[src/rtl/lcd_marker_driver_if.sv]
// LCD pin / frame-source / marker bundle for lcd_marker_driver.
// The driver takes the master side; pins, frame source and marker control take the slave side.
interface lcd_marker_driver_if #(
  parameter int DW    = 16,
  parameter int CW    = 11,
  parameter int NMARK = 5
);
  logic                  lcd_dclk;
  logic                  lcd_blank;
  logic                  lcd_sync;
  logic                  lcd_hs;
  logic                  lcd_vs;
  logic                  lcd_en;
  logic [DW-1:0]         lcd_rgb;
  logic                  lcd_request;
  logic                  lcd_framesync;
  logic [CW-1:0]         lcd_xpos;
  logic [CW-1:0]         lcd_ypos;
  logic [DW-1:0]         lcd_data;
  logic [NMARK*CW-1:0]   mark_x;
  logic [NMARK*CW-1:0]   mark_y;
  logic [NMARK-1:0]      mark_en;
  logic                  ovl_toggle;

  modport master (
    output lcd_dclk, lcd_blank, lcd_sync, lcd_hs, lcd_vs, lcd_en, lcd_rgb,
           lcd_request, lcd_framesync, lcd_xpos, lcd_ypos,
    input  lcd_data, mark_x, mark_y, mark_en, ovl_toggle
  );

  modport slave (
    input  lcd_dclk, lcd_blank, lcd_sync, lcd_hs, lcd_vs, lcd_en, lcd_rgb,
           lcd_request, lcd_framesync, lcd_xpos, lcd_ypos,
    output lcd_data, mark_x, mark_y, mark_en, ovl_toggle
  );
endinterface

[src/rtl/lcd_marker_driver.sv]
// Parametrised LCD timing generator with frame-buffer requests and a crosshair marker overlay.
// Define LCD_MARK_OVERLAY_EN to build the overlay; otherwise lcd_rgb passes lcd_data through.
module lcd_marker_driver #(
  parameter int            H_DISP     = 640,
  parameter int            H_FP       = 16,
  parameter int            H_SYNC     = 96,
  parameter int            H_BP       = 48,
  parameter int            V_DISP     = 480,
  parameter int            V_FP       = 10,
  parameter int            V_SYNC     = 2,
  parameter int            V_BP       = 33,
  parameter int            DW         = 16,
  parameter int            CW         = 11,
  parameter int            NMARK      = 5,
  parameter int            MARK_R     = 4,
  parameter logic [DW-1:0] MARK_COLOR = 16'hF800
) (
  input  logic               clk,
  input  logic               rst,
  lcd_marker_driver_if.master bus
);
  localparam int H_TOTAL = H_SYNC + H_BP + H_DISP + H_FP;
  localparam int V_TOTAL = V_SYNC + V_BP + V_DISP + V_FP;
  localparam int H_ACT0  = H_SYNC + H_BP;
  localparam int V_ACT0  = V_SYNC + V_BP;

  logic [CW-1:0] h_cnt_q, h_cnt_d, v_cnt_q, v_cnt_d;
  logic          h_act, v_act;
  logic          req_q, fsync_q, hs1_q, vs1_q;
  logic [CW-1:0] xpos_q, ypos_q;
  logic          hs_q, vs_q, en_q;

  always_comb begin
    h_cnt_d = h_cnt_q + CW'(1);
    v_cnt_d = v_cnt_q;
    if (h_cnt_q == CW'(H_TOTAL - 1)) begin
      h_cnt_d = '0;
      v_cnt_d = (v_cnt_q == CW'(V_TOTAL - 1)) ? '0 : v_cnt_q + CW'(1);
    end
  end

  assign h_act = (h_cnt_q >= CW'(H_ACT0)) && (h_cnt_q < CW'(H_ACT0 + H_DISP));
  assign v_act = (v_cnt_q >= CW'(V_ACT0)) && (v_cnt_q < CW'(V_ACT0 + V_DISP));

  always_ff @(posedge clk) begin
    if (rst) begin
      h_cnt_q <= '0;
      v_cnt_q <= '0;
      req_q   <= 1'b0;
      fsync_q <= 1'b0;
      xpos_q  <= '0;
      ypos_q  <= '0;
      hs1_q   <= 1'b1;
      vs1_q   <= 1'b1;
      hs_q    <= 1'b1;
      vs_q    <= 1'b1;
      en_q    <= 1'b0;
    end else begin
      h_cnt_q <= h_cnt_d;
      v_cnt_q <= v_cnt_d;
      req_q   <= h_act && v_act;
      fsync_q <= (h_cnt_q == '0) && (v_cnt_q == '0);
      xpos_q  <= (h_act && v_act) ? h_cnt_q - CW'(H_ACT0) : '0;
      ypos_q  <= (h_act && v_act) ? v_cnt_q - CW'(V_ACT0) : '0;
      hs1_q   <= ~(h_cnt_q < CW'(H_SYNC));
      vs1_q   <= ~(v_cnt_q < CW'(V_SYNC));
      hs_q    <= hs1_q;
      vs_q    <= vs1_q;
      en_q    <= req_q;
    end
  end

  assign bus.lcd_dclk      = ~clk;
  assign bus.lcd_sync      = 1'b0;
  assign bus.lcd_hs        = hs_q;
  assign bus.lcd_vs        = vs_q;
  assign bus.lcd_blank     = hs_q & vs_q;
  assign bus.lcd_en        = en_q;
  assign bus.lcd_request   = req_q;
  assign bus.lcd_framesync = fsync_q;
  assign bus.lcd_xpos      = xpos_q;
  assign bus.lcd_ypos      = ypos_q;

`ifdef LCD_MARK_OVERLAY_EN
  localparam logic signed [CW:0] R_P = (CW+1)'(MARK_R);
  localparam logic signed [CW:0] R_N = -R_P;

  logic [NMARK*CW-1:0] shx_q, shy_q;
  logic [NMARK-1:0]    shen_q;
  logic                ovl_on_q, ovl_sh_q, tog_q, tog_prev_q, hit_q, hit;
  logic [CW-1:0]       mx, my;
  logic signed [CW:0]  dx, dy;

  // Differences are taken one bit wider and signed so arms never wrap across the screen edge.
  always_comb begin
    hit = 1'b0;
    mx  = '0;
    my  = '0;
    dx  = '0;
    dy  = '0;
    for (int i = 0; i < NMARK; i++) begin
      mx = shx_q[i*CW +: CW];
      my = shy_q[i*CW +: CW];
      dx = $signed({1'b0, xpos_q}) - $signed({1'b0, mx});
      dy = $signed({1'b0, ypos_q}) - $signed({1'b0, my});
      if (shen_q[i] && (((ypos_q == my) && (dx >= R_N) && (dx <= R_P)) ||
                        ((xpos_q == mx) && (dy >= R_N) && (dy <= R_P))))
        hit = 1'b1;
    end
  end

  always_ff @(posedge clk) begin
    if (rst) begin
      shx_q      <= '0;
      shy_q      <= '0;
      shen_q     <= '0;
      ovl_on_q   <= 1'b1;
      ovl_sh_q   <= 1'b1;
      tog_q      <= 1'b0;
      tog_prev_q <= 1'b0;
      hit_q      <= 1'b0;
    end else begin
      tog_q      <= bus.ovl_toggle;
      tog_prev_q <= tog_q;
      if (tog_q && !tog_prev_q)
        ovl_on_q <= ~ovl_on_q;
      if (fsync_q) begin
        shx_q    <= bus.mark_x;
        shy_q    <= bus.mark_y;
        shen_q   <= bus.mark_en;
        ovl_sh_q <= ovl_on_q;
      end
      hit_q <= hit;
    end
  end

  assign bus.lcd_rgb = en_q ? ((hit_q && ovl_sh_q) ? MARK_COLOR : bus.lcd_data) : '0;
`else
  logic unused_ovl;
  assign unused_ovl  = ^{bus.mark_x, bus.mark_y, bus.mark_en, bus.ovl_toggle};
  assign bus.lcd_rgb = en_q ? bus.lcd_data : '0;
`endif
endmodule

[src/flat_wrapper.sv]
// flat-port wrapper written by rule: the top's interface ports become plain ports
module lcd_marker_driver_flat 
#(
  parameter int            H_DISP     = 640,
  parameter int            H_FP       = 16,
  parameter int            H_SYNC     = 96,
  parameter int            H_BP       = 48,
  parameter int            V_DISP     = 480,
  parameter int            V_FP       = 10,
  parameter int            V_SYNC     = 2,
  parameter int            V_BP       = 33,
  parameter int            DW         = 16,
  parameter int            CW         = 11,
  parameter int            NMARK      = 5,
  parameter int            MARK_R     = 4,
  parameter logic [DW-1:0] MARK_COLOR = 16'hF800
)
  (clk, rst, bus_lcd_dclk, bus_lcd_blank, bus_lcd_sync, bus_lcd_hs, bus_lcd_vs, bus_lcd_en, bus_lcd_rgb, bus_lcd_request, bus_lcd_framesync, bus_lcd_xpos, bus_lcd_ypos, bus_lcd_data, bus_mark_x, bus_mark_y, bus_mark_en, bus_ovl_toggle);
  lcd_marker_driver_if #(.DW(DW), .CW(CW), .NMARK(NMARK)) bus_i ();
  input  logic clk;
  input  logic rst;
  output wire logic [$bits(bus_i.lcd_dclk)-1:0] bus_lcd_dclk;
  output wire logic [$bits(bus_i.lcd_blank)-1:0] bus_lcd_blank;
  output wire logic [$bits(bus_i.lcd_sync)-1:0] bus_lcd_sync;
  output wire logic [$bits(bus_i.lcd_hs)-1:0] bus_lcd_hs;
  output wire logic [$bits(bus_i.lcd_vs)-1:0] bus_lcd_vs;
  output wire logic [$bits(bus_i.lcd_en)-1:0] bus_lcd_en;
  output wire logic [$bits(bus_i.lcd_rgb)-1:0] bus_lcd_rgb;
  output wire logic [$bits(bus_i.lcd_request)-1:0] bus_lcd_request;
  output wire logic [$bits(bus_i.lcd_framesync)-1:0] bus_lcd_framesync;
  output wire logic [$bits(bus_i.lcd_xpos)-1:0] bus_lcd_xpos;
  output wire logic [$bits(bus_i.lcd_ypos)-1:0] bus_lcd_ypos;
  input wire logic [$bits(bus_i.lcd_data)-1:0] bus_lcd_data;
  input wire logic [$bits(bus_i.mark_x)-1:0] bus_mark_x;
  input wire logic [$bits(bus_i.mark_y)-1:0] bus_mark_y;
  input wire logic [$bits(bus_i.mark_en)-1:0] bus_mark_en;
  input wire logic [$bits(bus_i.ovl_toggle)-1:0] bus_ovl_toggle;
  assign bus_lcd_dclk = bus_i.lcd_dclk;
  assign bus_lcd_blank = bus_i.lcd_blank;
  assign bus_lcd_sync = bus_i.lcd_sync;
  assign bus_lcd_hs = bus_i.lcd_hs;
  assign bus_lcd_vs = bus_i.lcd_vs;
  assign bus_lcd_en = bus_i.lcd_en;
  assign bus_lcd_rgb = bus_i.lcd_rgb;
  assign bus_lcd_request = bus_i.lcd_request;
  assign bus_lcd_framesync = bus_i.lcd_framesync;
  assign bus_lcd_xpos = bus_i.lcd_xpos;
  assign bus_lcd_ypos = bus_i.lcd_ypos;
  assign bus_i.lcd_data = bus_lcd_data;
  assign bus_i.mark_x = bus_mark_x;
  assign bus_i.mark_y = bus_mark_y;
  assign bus_i.mark_en = bus_mark_en;
  assign bus_i.ovl_toggle = bus_ovl_toggle;
  lcd_marker_driver #(.H_DISP(H_DISP), .H_FP(H_FP), .H_SYNC(H_SYNC), .H_BP(H_BP), .V_DISP(V_DISP), .V_FP(V_FP), .V_SYNC(V_SYNC), .V_BP(V_BP), .DW(DW), .CW(CW), .NMARK(NMARK), .MARK_R(MARK_R), .MARK_COLOR(MARK_COLOR)) u_core (.clk(clk), .rst(rst), .bus(bus_i));
endmodule
[config.mk]
export PLATFORM = sky130hd
export DESIGN_NAME = lcd_marker_driver_flat
export DESIGN_NICKNAME = d
export VERILOG_FILES = /design/src/rtl/lcd_marker_driver_if.sv /design/src/rtl/lcd_marker_driver.sv /design/src/flat_wrapper.sv
export SDC_FILE = /design/constraint.sdc
export NUM_CORES = 1
export LEC_CHECK = 0
export CAP_MARGIN = 40
export CORE_UTILIZATION = 31
export CTS_BUF_LIST = sky130_fd_sc_hd__clkbuf_2 sky130_fd_sc_hd__clkbuf_4 sky130_fd_sc_hd__clkbuf_8
export DETAILED_ROUTE_END_ITERATION = 12
export PLACE_DENSITY = 0.78
export SLEW_MARGIN = 20
export SYNTH_ARGS = -nofsm -noshare
export SYNTH_HDL_FRONTEND = slang
export SYNTH_SLANG_ARGS = --single-unit
[constraint.sdc]
create_clock -name clk -period 2.3 [get_ports clk]
set_clock_uncertainty 0.15 [all_clocks]
set_input_delay 0.46 -clock clk [delete_from_list [all_inputs] [get_ports clk]]
set_output_delay 0.46 -clock clk [all_outputs]
set_load 0.02 [all_outputs]
==> tab_implementation.tex <==
\begin{tabular}{lr}
\hline
Metric & Value \\
\hline
\multicolumn{2}{l}{\textbf{Synthesis}} \\
Instance count of the mapped netlist & 276 \\
Syn\_area\_per\_cell & 8.54 um2 \\
Flip-flop and latch count after synthesis & 51 \\
Yosys warning count & 0 \\
Count of different cell masters after synthesis & 43 \\
Sequential-to-total area share from yosys stat & 43.3\% \\
Syn Nets & approximately 420 \\
Netlist area before placement & 2360 um2 \\
\multicolumn{2}{l}{\textbf{GRT}} \\
Global-route wire length before repair & between 9 and 10 mm \\
Overall global routing resource usage & about 15\% \\
Global route total overflow & 0 \\
Initial antenna violation count & 0 \\
Number of global-route vias before repair & 2046 \\
Pin count of the biggest net entering global routing & 19 \\
\multicolumn{2}{l}{\textbf{Setup path}} \\
Signal arrival time at the worst endpoint & roughly 1700 ps \\
Worst Setup Start Kind & clock port \\
Setup Crit Path Kind & clock port to primary output \\
Critical path's most frequent cell & sky130\_fd\_sc\_hd\_\_clkbuf\_8 \\
Largest incremental delay on the critical path & 170 ps \\
Critical path required time & 1690 ps \\
Cell-by-cell trace of the critical path & clkbuf\_8, clkbuf\_8, inv\_1, buf\_2 \\
CP bufs+invs & 4 \\
Cell with the largest stage delay on the worst path & sky130\_fd\_sc\_hd\_\_clkbuf\_8 \\
Critical Path Sink Type & primary output \\
Worst Path Max Fanout & 11 \\
Cell family with most CP delay & buffers and inverters \\
\multicolumn{2}{l}{\textbf{Routing}} \\
Detailed-route wire length per cell & 13.1 um \\
Number of detailed-routing iterations run before antenna repair & 4 \\
Final ANT Viol Nets & 0 \\
Via density per instance & 4.94 \\
Total via count in the routed design & 2245 \\
Routed wire length & $\sim$6.0 mm \\
Residual DRC & 0 \\
Number of DRC violations after detailed-routing iteration 0 & 211 \\
\multicolumn{2}{l}{\textbf{Finish}} \\
Number of diodes added for antenna fixing & 0 \\
Share of cells above drive strength 1 & 15.8\% \\
Cell Count, Final, Fillers Out & 454 \\
Area growth from synthesis to layout & 44.8\% \\
Number of fill cells & just under 700 \\
Sequential cell area & 1020 um2 \\
Count of nets after finishing & 496 \\
Total area of multi-input combinational cells & between 1000 and 1500 um2 \\
\multicolumn{2}{l}{\textbf{Clocking}} \\
Hold-fix buffers, CTS & 0 \\
Clock root buffer master & sky130\_fd\_sc\_hd\_\_clkbuf\_8 \\
TritonCTS clock tree & built \\
Insertion delay to the later sink of the worst-skew pair & between 300 and 400 ps \\
Clock Pin Slew Worst Setup and Hold Paths & 90 ps \\
Num CTS Buffers & 5 \\
Number of H-tree levels & 2 \\
Buffer depth of the longest clock path & 2 \\
\multicolumn{2}{l}{\textbf{STA}} \\
Final critical delay including setup and external delays & 2270 ps \\
Final worst path period share & 98.5\% \\
Worst hold margin & 271 ps \\
Pin slew with the least headroom to its limit & 654 ps \\
Hold Fails Final Rpt & 0 \\
Final setup violation count & 0 \\
FMAX & 444 MHz \\
Slew margin rel. & 55.8\% \\
Fin. max-slew vios & 0 \\
Sum Neg Setup Slack & 0 ps \\
RSZ-0062 raised after global routing & yes \\
\multicolumn{2}{l}{\textbf{Worst hold path}} \\
Worst min path class & flip-flop to flip-flop \\
\multicolumn{2}{l}{\textbf{Placed design}} \\
Placed Cells incl. Taps & around 440 \\
Number of I/O port buffers & 62 \\
Gpl congestion & just under 0.9 \\
Detailed placement HPWL & 4.47 mm \\
\multicolumn{2}{l}{\textbf{Floorplan}} \\
Core Area & 7290 um2 \\
Die Span X & 89.2 um \\
Top-Level Pins & 180 \\
Area of the die & between 7000 and 8000 um2 \\
Row count & 31 \\
Chip height & 89.2 um \\
Starting density of the core & 32.3\% \\
\multicolumn{2}{l}{\textbf{Power and ir drop}} \\
Max rail drop VDD & 0.267 mV \\
PnR Total Power & 1.67 mW \\
Lkg Pwr & 1.37 nW \\
Areal power density over the cells & between 400 and 500 nW/um2 \\
\multicolumn{2}{l}{\textbf{Status}} \\
Result of the run & completed \\
\multicolumn{2}{l}{\textbf{Run}} \\
Max-capacitance violation count & 0 \\
\hline
\end{tabular}
cells in the final DEF, fill, tap and decap left out, drive strengths merged, types with 2 or more instances in the layout:
cell	netlist	routed
clkdlybuf4s50	0	56
dfxtp	51	51
buf	5	32
nor3	26	26
nand2	19	19
nor2	18	18
and2	17	17
xnor2	17	17
inv	11	12
a21oi	12	12
nor4	10	10
nand3	10	10
ha	8	8
o31ai	6	6
or3	5	6
clkbuf	18	5
dlymetal6s2s	0	5
or4	5	5
nand4	4	4
xor2	4	4
nor3b	3	3
o21ai	3	3
nor2b	2	2
a31oi	2	2
nand2b	2	2
or2	2	2
routing by layer:
metal,vias to the layer above,part of all wire (%),global-route usage [%]
li1,1104,-,-
met1,1025,39,16.0
met2,104,51,27.9
met3,12,8.5,3.14
met4,0,1.8,6.20
met5,-,0,0
registers in the layout, indices dropped and copies added, names as in the netlist:
name and cells:
u_core.bus.lcd_xpos 11, u_core.bus.lcd_ypos 11, u_core.h_cnt_q 11, u_core.v_cnt_q 11, u_core.bus.lcd_en 1, u_core.bus.lcd_framesync 1
u_core.bus.lcd_hs 1, u_core.bus.lcd_request 1, u_core.bus.lcd_vs 1, u_core.hs1_q 1, u_core.vs1_q 1
Yosys cell counts:
cell,count,area [um2]
sky130_fd_sc_hd__a2111o_1,1,11.3
sky130_fd_sc_hd__a211o_1,1,8.76
sky130_fd_sc_hd__a211oi_1,1,7.51
sky130_fd_sc_hd__a21boi_0,1,7.51
sky130_fd_sc_hd__a21oi_1,12,60.1
sky130_fd_sc_hd__a311oi_1,1,8.76
sky130_fd_sc_hd__a31oi_1,2,12.5
sky130_fd_sc_hd__a41oi_1,1,8.76
sky130_fd_sc_hd__and2_1,17,106
sky130_fd_sc_hd__and3_1,1,6.26
sky130_fd_sc_hd__and4_1,1,8.76
sky130_fd_sc_hd__and4b_1,1,10.0
sky130_fd_sc_hd__buf_1,3,11.3
sky130_fd_sc_hd__buf_4,1,7.51
sky130_fd_sc_hd__buf_6,1,11.3
sky130_fd_sc_hd__clkbuf_1,17,63.8
sky130_fd_sc_hd__clkbuf_2,1,5.00
sky130_fd_sc_hd__conb_1,1,3.75
sky130_fd_sc_hd__dfxtp_1,51,1020
sky130_fd_sc_hd__ha_1,8,100
sky130_fd_sc_hd__inv_1,11,41.3
sky130_fd_sc_hd__mux2i_1,1,10.0
sky130_fd_sc_hd__nand2_1,19,71.3
sky130_fd_sc_hd__nand2b_1,2,12.5
sky130_fd_sc_hd__nand3_1,10,50.1
sky130_fd_sc_hd__nand3b_1,1,7.51
sky130_fd_sc_hd__nand4_1,4,25.0
sky130_fd_sc_hd__nor2_1,18,67.6
sky130_fd_sc_hd__nor2b_1,2,12.5
sky130_fd_sc_hd__nor3_1,26,130
sky130_fd_sc_hd__nor3b_1,3,22.5
sky130_fd_sc_hd__nor4_1,10,62.6
sky130_fd_sc_hd__nor4b_1,1,8.76
sky130_fd_sc_hd__o211ai_1,1,7.51
sky130_fd_sc_hd__o21ai_0,3,15.0
sky130_fd_sc_hd__o31ai_1,6,45.0
sky130_fd_sc_hd__o41ai_1,1,8.76
sky130_fd_sc_hd__or2_2,2,12.5
sky130_fd_sc_hd__or3_1,5,31.3
sky130_fd_sc_hd__or4_1,5,37.5
sky130_fd_sc_hd__or4b_4,1,13.8
sky130_fd_sc_hd__xnor2_1,17,149
sky130_fd_sc_hd__xor2_1,4,35.0
power by group:
group | total (mW) | leakage, nW | internal (mW) | switching [mW]
clock | 0.684 | 0.0640 | 0.342 | 0.341
sequential | 0.898 | 0.414 | 0.892 | 0.00595
combinational | 0.0854 | 0.892 | 0.0495 | 0.0359
total | 1.67 | 1.37 | 1.28 | 0.383
repair_timing:
| action | in CTS | in global routing |
|---|---|---|
| resized for setup | 11 | 10 |
| pin swaps | 3 | 6 |
| hold endpoints to repair | 0 | 0 |
| setup buffers | 0 | 1 |
| endpoints found under the setup margin | 18 | 12 |
| gates cloned | 1 | 0 |
path summary, 6_finish.rpt:
| path | startpoint | end | slack [ps] | cells after the start |
|---|---|---|---|---|
| worst min-delay path | u_core.vs1_q | u_core.bus.lcd_vs | 270 | 1 |
| worst min register to register | u_core.vs1_q | u_core.bus.lcd_vs | 270 | 1 |
| worst max register to register | u_core.h_cnt_q[5] | u_core.v_cnt_q[5] | 50 | 6 |
| worst max-delay path | clk | bus_lcd_dclk | 30 | 4 |
area by class of cell:
cell class | count | area share, %
Multi-Input combinational cell | 192 | 36.5
Sequential cell | 51 | 30.0
Timing Repair Buffer | 92 | 25.1
Tap cell | 99 | 3.63
Clock buffer | 6 | 2.16
Clock inverter | 4 | 1.47
Inverter | 10 | 1.10
logic make-up (layout without fill, tap and decap cells):
group / after synthesis / after routing / synth area share (%)
other cells: 1 / 1 / 0.159
simple gates: 129 / 130 / 29.6
buf+inv: 34 / 112 / 5.94
fa+ha+maj: 8 / 8 / 4.25
mux: 1 / 1 / 0.425
compound gates: 31 / 31 / 8.55
flops: 51 / 51 / 43.3
xor+xnor: 21 / 21 / 7.80
stage by stage:
stage | area (um2) | utilization [%] | worst slack, ps
final | 3410 | 46.8 | 34.2
after global routing | 3410 | 46.8 | -25.7
after CTS | 3380 | 46.3 | 6.61
after detailed placement | 3230 | 44.3 | -81.5
after global placement | 3230 | 44.3 | -68.9
after floorplan | 2360 | - | 19.7
Power figures use the tool's default switching activity.
